--- src/rtl/seg7_pkg.sv ---
// Shared constants for the 7-segment display path: active-low segment
// patterns {g,f,e,d,c,b,a} and digit position names.
package seg7_pkg;

   localparam logic [6:0] SEG_0    = 7'h40;
   localparam logic [6:0] SEG_1    = 7'h79;
   localparam logic [6:0] SEG_2    = 7'h24;
   localparam logic [6:0] SEG_3    = 7'h30;
   localparam logic [6:0] SEG_4    = 7'h19;
   localparam logic [6:0] SEG_5    = 7'h12;
   localparam logic [6:0] SEG_6    = 7'h02;
   localparam logic [6:0] SEG_7    = 7'h78;
   localparam logic [6:0] SEG_8    = 7'h00;
   localparam logic [6:0] SEG_9    = 7'h10;
   localparam logic [6:0] SEG_DASH = 7'h3F;
   localparam logic [6:0] SEG_OFF  = 7'h7F;

   localparam logic [1:0] SEC_ONES = 2'd0;
   localparam logic [1:0] SEC_TENS = 2'd1;
   localparam logic [1:0] MIN_ONES = 2'd2;
   localparam logic [1:0] MIN_TENS = 2'd3;

endpackage

--- src/rtl/seg7_decode.sv ---
// BCD nibble to active-low 7-segment pattern; non-BCD codes show a dash.
module seg7_decode
   import seg7_pkg::*;
(
   input  logic [3:0] nib,
   output logic [6:0] seg
);

   always_comb begin
      seg = SEG_DASH;
      case (nib)
         4'd0: seg = SEG_0;
         4'd1: seg = SEG_1;
         4'd2: seg = SEG_2;
         4'd3: seg = SEG_3;
         4'd4: seg = SEG_4;
         4'd5: seg = SEG_5;
         4'd6: seg = SEG_6;
         4'd7: seg = SEG_7;
         4'd8: seg = SEG_8;
         4'd9: seg = SEG_9;
         default: seg = SEG_DASH;
      endcase
   end

endmodule

--- src/rtl/seg7_scan.sv ---
// Four-digit multiplexed 7-segment driver with per-frame snapshot and
// adjust-mode blinking of one digit pair. All outputs are registered.
module seg7_scan
   import seg7_pkg::*;
#(
   parameter int DP_POS   = 2,
   parameter bit BLINK_EN = 1'b1
) (
   input  logic        clk,
   input  logic        rst,
   input  logic        scan_tick,
   input  logic        blink_tick,
   input  logic [15:0] digits,
   input  logic        adj_en,
   input  logic        adj_sel,
   output logic [3:0]  an,
   output logic [6:0]  seg,
   output logic        dp
);

   localparam bit         DP_ON  = (DP_POS >= 0) && (DP_POS < 4);
   localparam logic [1:0] DP_IDX = DP_ON ? DP_POS[1:0] : 2'd0;

   logic [1:0]  idx, idx_nx;
   logic        phase, phase_nx;
   logic [15:0] snap, snap_nx;
   logic        lit, lit_nx;
   logic        wrap, blank;
   logic [3:0]  nib;
   logic [6:0]  dseg;

   // The first tick after reset behaves like a frame wrap so the display
   // starts at digit 0 with a fresh snapshot rather than at digit 1.
   always_comb begin
      wrap     = scan_tick && (!lit || idx == MIN_TENS);
      idx_nx   = idx;
      if (scan_tick) idx_nx = wrap ? SEC_ONES : idx + 2'd1;
      snap_nx  = wrap ? digits : snap;
      lit_nx   = lit | scan_tick;
      phase_nx = adj_en ? (phase ^ blink_tick) : 1'b0;
      blank    = BLINK_EN && adj_en && phase_nx && (idx_nx[1] == adj_sel);
      nib      = 4'd0;
      case (idx_nx)
         SEC_ONES: nib = snap_nx[3:0];
         SEC_TENS: nib = snap_nx[7:4];
         MIN_ONES: nib = snap_nx[11:8];
         MIN_TENS: nib = snap_nx[15:12];
         default:  nib = 4'd0;
      endcase
   end

   seg7_decode u_dec (
      .nib (nib),
      .seg (dseg)
   );

   always_ff @(posedge clk or negedge rst) begin
      if (!rst) begin
         idx   <= SEC_ONES;
         phase <= 1'b0;
         snap  <= 16'h0000;
         lit   <= 1'b0;
         an    <= 4'hF;
         seg   <= SEG_OFF;
         dp    <= 1'b1;
      end else begin
         idx   <= idx_nx;
         phase <= phase_nx;
         snap  <= snap_nx;
         lit   <= lit_nx;
         // Recomputed every cycle once running: snap and idx are stable
         // between ticks, so only blink state can actually change seg/dp.
         if (lit_nx) begin
            an  <= ~(4'b0001 << idx_nx);
            seg <= blank ? SEG_OFF : dseg;
            dp  <= !(DP_ON && (idx_nx == DP_IDX) && !blank);
         end
      end
   end

endmodule

--- config.mk ---
export PLATFORM = sky130hd
export DESIGN_NAME = seg7_scan
export DESIGN_NICKNAME = d
export VERILOG_FILES = /design/src/rtl/seg7_pkg.sv /design/src/rtl/seg7_decode.sv /design/src/rtl/seg7_scan.sv
export SDC_FILE = /design/constraint.sdc
export NUM_CORES = 1
export LEC_CHECK = 0
export CORE_MARGIN = 2
export CORE_UTILIZATION = 52
export CTS_CLUSTER_SIZE = 20
export DETAILED_ROUTE_END_ITERATION = 6
export PLACE_DENSITY = 0.79
export SYNTH_ARGS = -nofsm -noshare
export SYNTH_HDL_FRONTEND = slang
export SYNTH_SLANG_ARGS = --single-unit
--- constraint.sdc ---
create_clock -name clk -period 3.05 [get_ports clk]
set_clock_uncertainty 0.15 [all_clocks]
set_input_delay 0.4575 -clock clk [delete_from_list [all_inputs] [get_ports clk]]
set_output_delay 0.4575 -clock clk [all_outputs]
set_load 0.05 [all_outputs]
==> impl_metrics.py <==
metrics = {
    "timing": {
        "timing.final.hold_violations": 0,
        "worst_hold_slack_ps": 312,
        "rsz0062_at_grt": "no",
        "timing.slew.headroom_pct": 64.5,
        "slew_violations": 0,
        "min_period_ps": 2800,
        "setup_viol_count_final": 0,
        "fin_tns_setup_ps": 0,
        "transition_time_of_the_tightest_slew_check_pin_ps": 531,
        "timing.fmax_mhz": 357,
        "period_share_pct": 91.9,
    },
    "detailed_routing": {
        "met3RoutedLength_um": 215,
        "final_antenna_net_count": 0,
        "routed_via_density": 5.56,
        "detailedRoute.firstIterationViolations": 87,
        "postRouteWirelength_mm": 4.52,
        "via_count": 1623,
        "route.detailed.wl_per_inst_um": 15.5,
        "route.top_layer_used": "met4",
        "dr.pass1.iters": 4,
        "dr_wl_met2_mm": 2.04,
        "wl_met1_mm": 2.16,
        "route.detailed.drc": 0,
    },
    "clock_network": {
        "clock_tree.buffer_depth": 2,
        "cts_sinks": 32,
        "clock_tree_from_tritoncts": "built",
        "cts-hold-fix-buffers": 0,
        "htree_num_levels": 2,
        "insertion_delay_ps": 340,
        "cts_buffers": 5,
        "clk_root_buffer_cell": "sky130_fd_sc_hd__clkbuf_4",
        "cts.clk_slew.worst_paths_ps": 100,
    },
    "synthesis": {
        "number_of_nets_in_the_synthesized_netlist": 210,
        "post_synth_instance_area_um2": 1860,
        "xor_xnor_cell_area_share_of_the_yosys_netlist_pct": 0.942,
        "syn_inst": 181,
        "synth-seq-area-share_pct": 43.9,
        "synth-main-ff-cell": "sky130_fd_sc_hd__dfrtp_1",
        "synthesis.yosys.warnings": 0,
        "number_of_flip_flops_and_latches_in_the_synthesized_netlist": 32,
        "synthArstFlopShare_pct": 100,
        "synth-compound-area-share_pct": 22.4,
        "synth_top_family_by_area": "compound AO/OA/AOI/OAI gates",
        "synthDistinctLibCells": 60,
        "synth_enable_flop_cells": 0,
        "synthesis.area_per_instance_um2": 10.3,
        "synth_simple_gate_area_share_pct": 15.9,
        "synthAdderAreaFrac_pct": 4.71,
        "synth_mux_area_share_pct": 5.99,
    },
    "global_routing": {
        "grt_pass1_vias": 1643,
        "wire_length_of_the_first_global_routing_pass_mm": 7.74,
        "initial_antenna_violation_count": 0,
        "grt_start_max_net_pins": 33,
        "grt-ovfl-total": 0,
        "grt.total_usage_pct": 24.9,
    },
    "power": {
        "vdd_ir_drop_max_mv": 0.671,
        "clockPowerShare_pct": 10.7,
        "p_leak_uw": 0.00117,
        "post-layout-total-power_uw": 2980,
        "sequentialPowerShare_pct": 26.1,
        "power.share.combinational_pct": 63.2,
        "power_density_nw_per_um2": 1190,
        "p_switching_uw": 1280,
        "internal_power_uw": 1700,
        "netSwitchingFraction_pct": 43.0,
    },
    "critical_path": {
        "path_cells": "ha_1 > and4bb_1 > nor2_2 > inv_2 > a221oi_1 > a221o_2 > buf_4 > ha_1 > o311ai_1 > o211ai_1 > a31oi_1",
        "worst_setup_path_end_kind": "flip-flop",
        "arrival_time_worst_endpoint_ps": 2920,
        "cp-start-kind": "flip-flop",
        "crit_top_cell": "sky130_fd_sc_hd__ha_1",
        "cp_data_required_time_ps": 3170,
        "worst-setup-path-type": "reg -> reg",
        "worstRegToRegCells": 11,
        "crit_fanout": 5,
        "timing.critical_path.slowest_cell_delay_ps": 450,
        "cpMaxStageDelayCell": "sky130_fd_sc_hd__dfrtp_1",
        "r2r_setup_slack_ps": 250,
        "worst_r2r_endpoint": "seg[3]",
        "rr_startpoint": "idx[1]",
    },
    "floorplanning": {
        "die_width_um": 63.8,
        "num_rows": 21,
        "die_area_um2": 4070,
        "die_y_um": 63.8,
        "design.portCount": 34,
        "initial_utilization_pct": 54.9,
        "core_region_area_um2": 3390,
    },
    "cells_and_area": {
        "finish.utilization_pct": 73.7,
        "flow.area_growth_from_synthesis_pct": 34.4,
        "antenna-diode-count": 0,
        "layout-drive-gt1-share_pct": 29.7,
        "finish.net_count": 274,
    },
    "hold_path": {
        "hp-class": "reg -> reg",
        "hold-path-cell-count": 2,
        "holdPathEnd": "an[3]",
        "hold_path.startpoint": "an[3]",
    },
    "status": {
        "status": "finished clean",
    },
    "place": {
        "gp_routability_congestion": 0.856,
        "place.detailed.hpwl_mm": 3.54,
        "port_buffers": 33,
    },
    "job": {
        "timing.max_cap.violations": 0,
    },
}
[synth_stat cells (2+ instances only)]
cell / instances / area, um2
sky130_fd_sc_hd__nand2_1: 18 / 67.6
sky130_fd_sc_hd__nand2b_1: 2 / 12.5
sky130_fd_sc_hd__o211ai_1: 2 / 15.0
sky130_fd_sc_hd__inv_2: 2 / 7.51
sky130_fd_sc_hd__nand3_1: 6 / 30.0
sky130_fd_sc_hd__o21ai_0: 12 / 60.1
sky130_fd_sc_hd__dfstp_2: 12 / 315
sky130_fd_sc_hd__ha_1: 7 / 87.6
sky130_fd_sc_hd__nor2b_1: 2 / 12.5
sky130_fd_sc_hd__inv_1: 13 / 48.8
sky130_fd_sc_hd__mux2_2: 5 / 56.3
sky130_fd_sc_hd__buf_6: 3 / 33.8
sky130_fd_sc_hd__dfrtp_1: 20 / 500
sky130_fd_sc_hd__a21o_1: 2 / 15.0
sky130_fd_sc_hd__and3_1: 2 / 12.5
sky130_fd_sc_hd__o21a_1: 3 / 22.5
sky130_fd_sc_hd__nor3_1: 3 / 15.0
sky130_fd_sc_hd__a31oi_1: 5 / 31.3
sky130_fd_sc_hd__buf_4: 2 / 15.0
sky130_fd_sc_hd__nor2_1: 15 / 56.3
sky130_fd_sc_hd__a221oi_2: 2 / 30.0
sky130_fd_sc_hd__a221oi_1: 2 / 17.5
sky130_fd_sc_hd__mux2i_1: 4 / 40.0
[power groups by stage]
| stage | Combinational [uW] | Clock [uW] | Sequential [uW] |
|---|---|---|---|
| final | 1880 | 320 | 780 |
| after global routing | 2050 | 342 | 799 |
| after floorplan | 982 | 0 | 1040 |
| after global placement | 1840 | 0 | 771 |
| after detailed placement | 1870 | 0 | 788 |
| after CTS | 1880 | 323 | 780 |
[how the worst max path moves through the flow]
stage / startpoint / end / slack, ps / cells after the start
floorplan: idx[0] / seg[0] / 290 / 13
global placement: scan_tick / seg[0] / 40 / 12
detailed placement: scan_tick / seg[3] / -40 / 12
CTS: idx[1] / seg[3] / 200 / 10
global route: idx[1] / seg[0] / 50 / 10
finish: idx[1] / seg[3] / 250 / 11
[final cells by class]
cell class | count | area, um2
Multi-Input combinational cell | 127 | 930
Clock inverter | 2 | 35.0
Tap cell | 46 | 57.6
Timing Repair Buffer | 64 | 563
Fill cell | 230 | 891
Sequential cell | 32 | 816
Clock buffer | 6 | 41.3
Inverter | 15 | 56.3
[kinds of logic after synthesis]
kind of cell    Yosys count
fa+ha+maj                 7
xor+xnor                  2
buf+inv                  22
flops                    32
simple gates             58
compound gates           50
mux                      10
[what timing repair did]
item,CTS,global route
resized for setup,0,1
endpoints found under the hold margin,0,0
setup buffers,0,1
setup endpoints to repair,0,2
[per-layer routing]
layer	global-route usage, %	vias to the layer above
met4	9.78	0
met1	32.8	780
met2	39.2	44
met5	0	-
met3	6.51	10
li1	-	789
[registers in the layout, indices dropped and copies added, names as in the netlist]
register	cells
phase	1
lit	1
snap	16
dp	1
seg	7
idx	2
an	4
[per-stage QoR]
stage / cells / worst slack, ps / instance area [um2]
after floorplan: 181 / 290 / 1860
after global placement: 283 / 36.8 / 2410
after detailed placement: 283 / -40.9 / 2410
after CTS: 291 / 201 / 2490
after global routing: 292 / 45.6 / 2500
final: 292 / 247 / 2500
[worst max-delay path: cells and delay by family, from the launching register on]
kind / cells / cell delay [ps]
buffers and inverters: 2 / 200
AND/OR/NAND/NOR: 2 / 440
AO/OA/AOI/OAI: 5 / 940
adder cells (fa/ha/maj): 2 / 550
flip-flops: 1 / 450
[layout by cell type (no fill, tap or decap), types with 2 or more instances in the layout]
cell	netlist	layout
sky130_fd_sc_hd__a31oi_1	5	5
sky130_fd_sc_hd__nor3_1	3	3
sky130_fd_sc_hd__o21ai_0	12	11
sky130_fd_sc_hd__nor2_1	15	15
sky130_fd_sc_hd__inv_1	13	13
sky130_fd_sc_hd__inv_2	2	2
sky130_fd_sc_hd__dfrtp_1	20	20
sky130_fd_sc_hd__buf_4	2	31
sky130_fd_sc_hd__nand2_1	18	18
sky130_fd_sc_hd__o211ai_1	2	2
sky130_fd_sc_hd__o21a_1	3	3
sky130_fd_sc_hd__clkbuf_4	0	5
sky130_fd_sc_hd__a221oi_1	2	2
sky130_fd_sc_hd__mux2_2	5	5
sky130_fd_sc_hd__a221oi_2	2	2
sky130_fd_sc_hd__nand2b_1	2	2
sky130_fd_sc_hd__ha_1	7	7
sky130_fd_sc_hd__and3_1	2	2
sky130_fd_sc_hd__clkdlybuf4s50_1	0	33
sky130_fd_sc_hd__a21o_1	2	2
sky130_fd_sc_hd__dfstp_2	12	12
sky130_fd_sc_hd__nand3_1	6	6
sky130_fd_sc_hd__nor2b_1	2	2
sky130_fd_sc_hd__mux2i_1	4	4
Power figures use the tool's default switching activity.
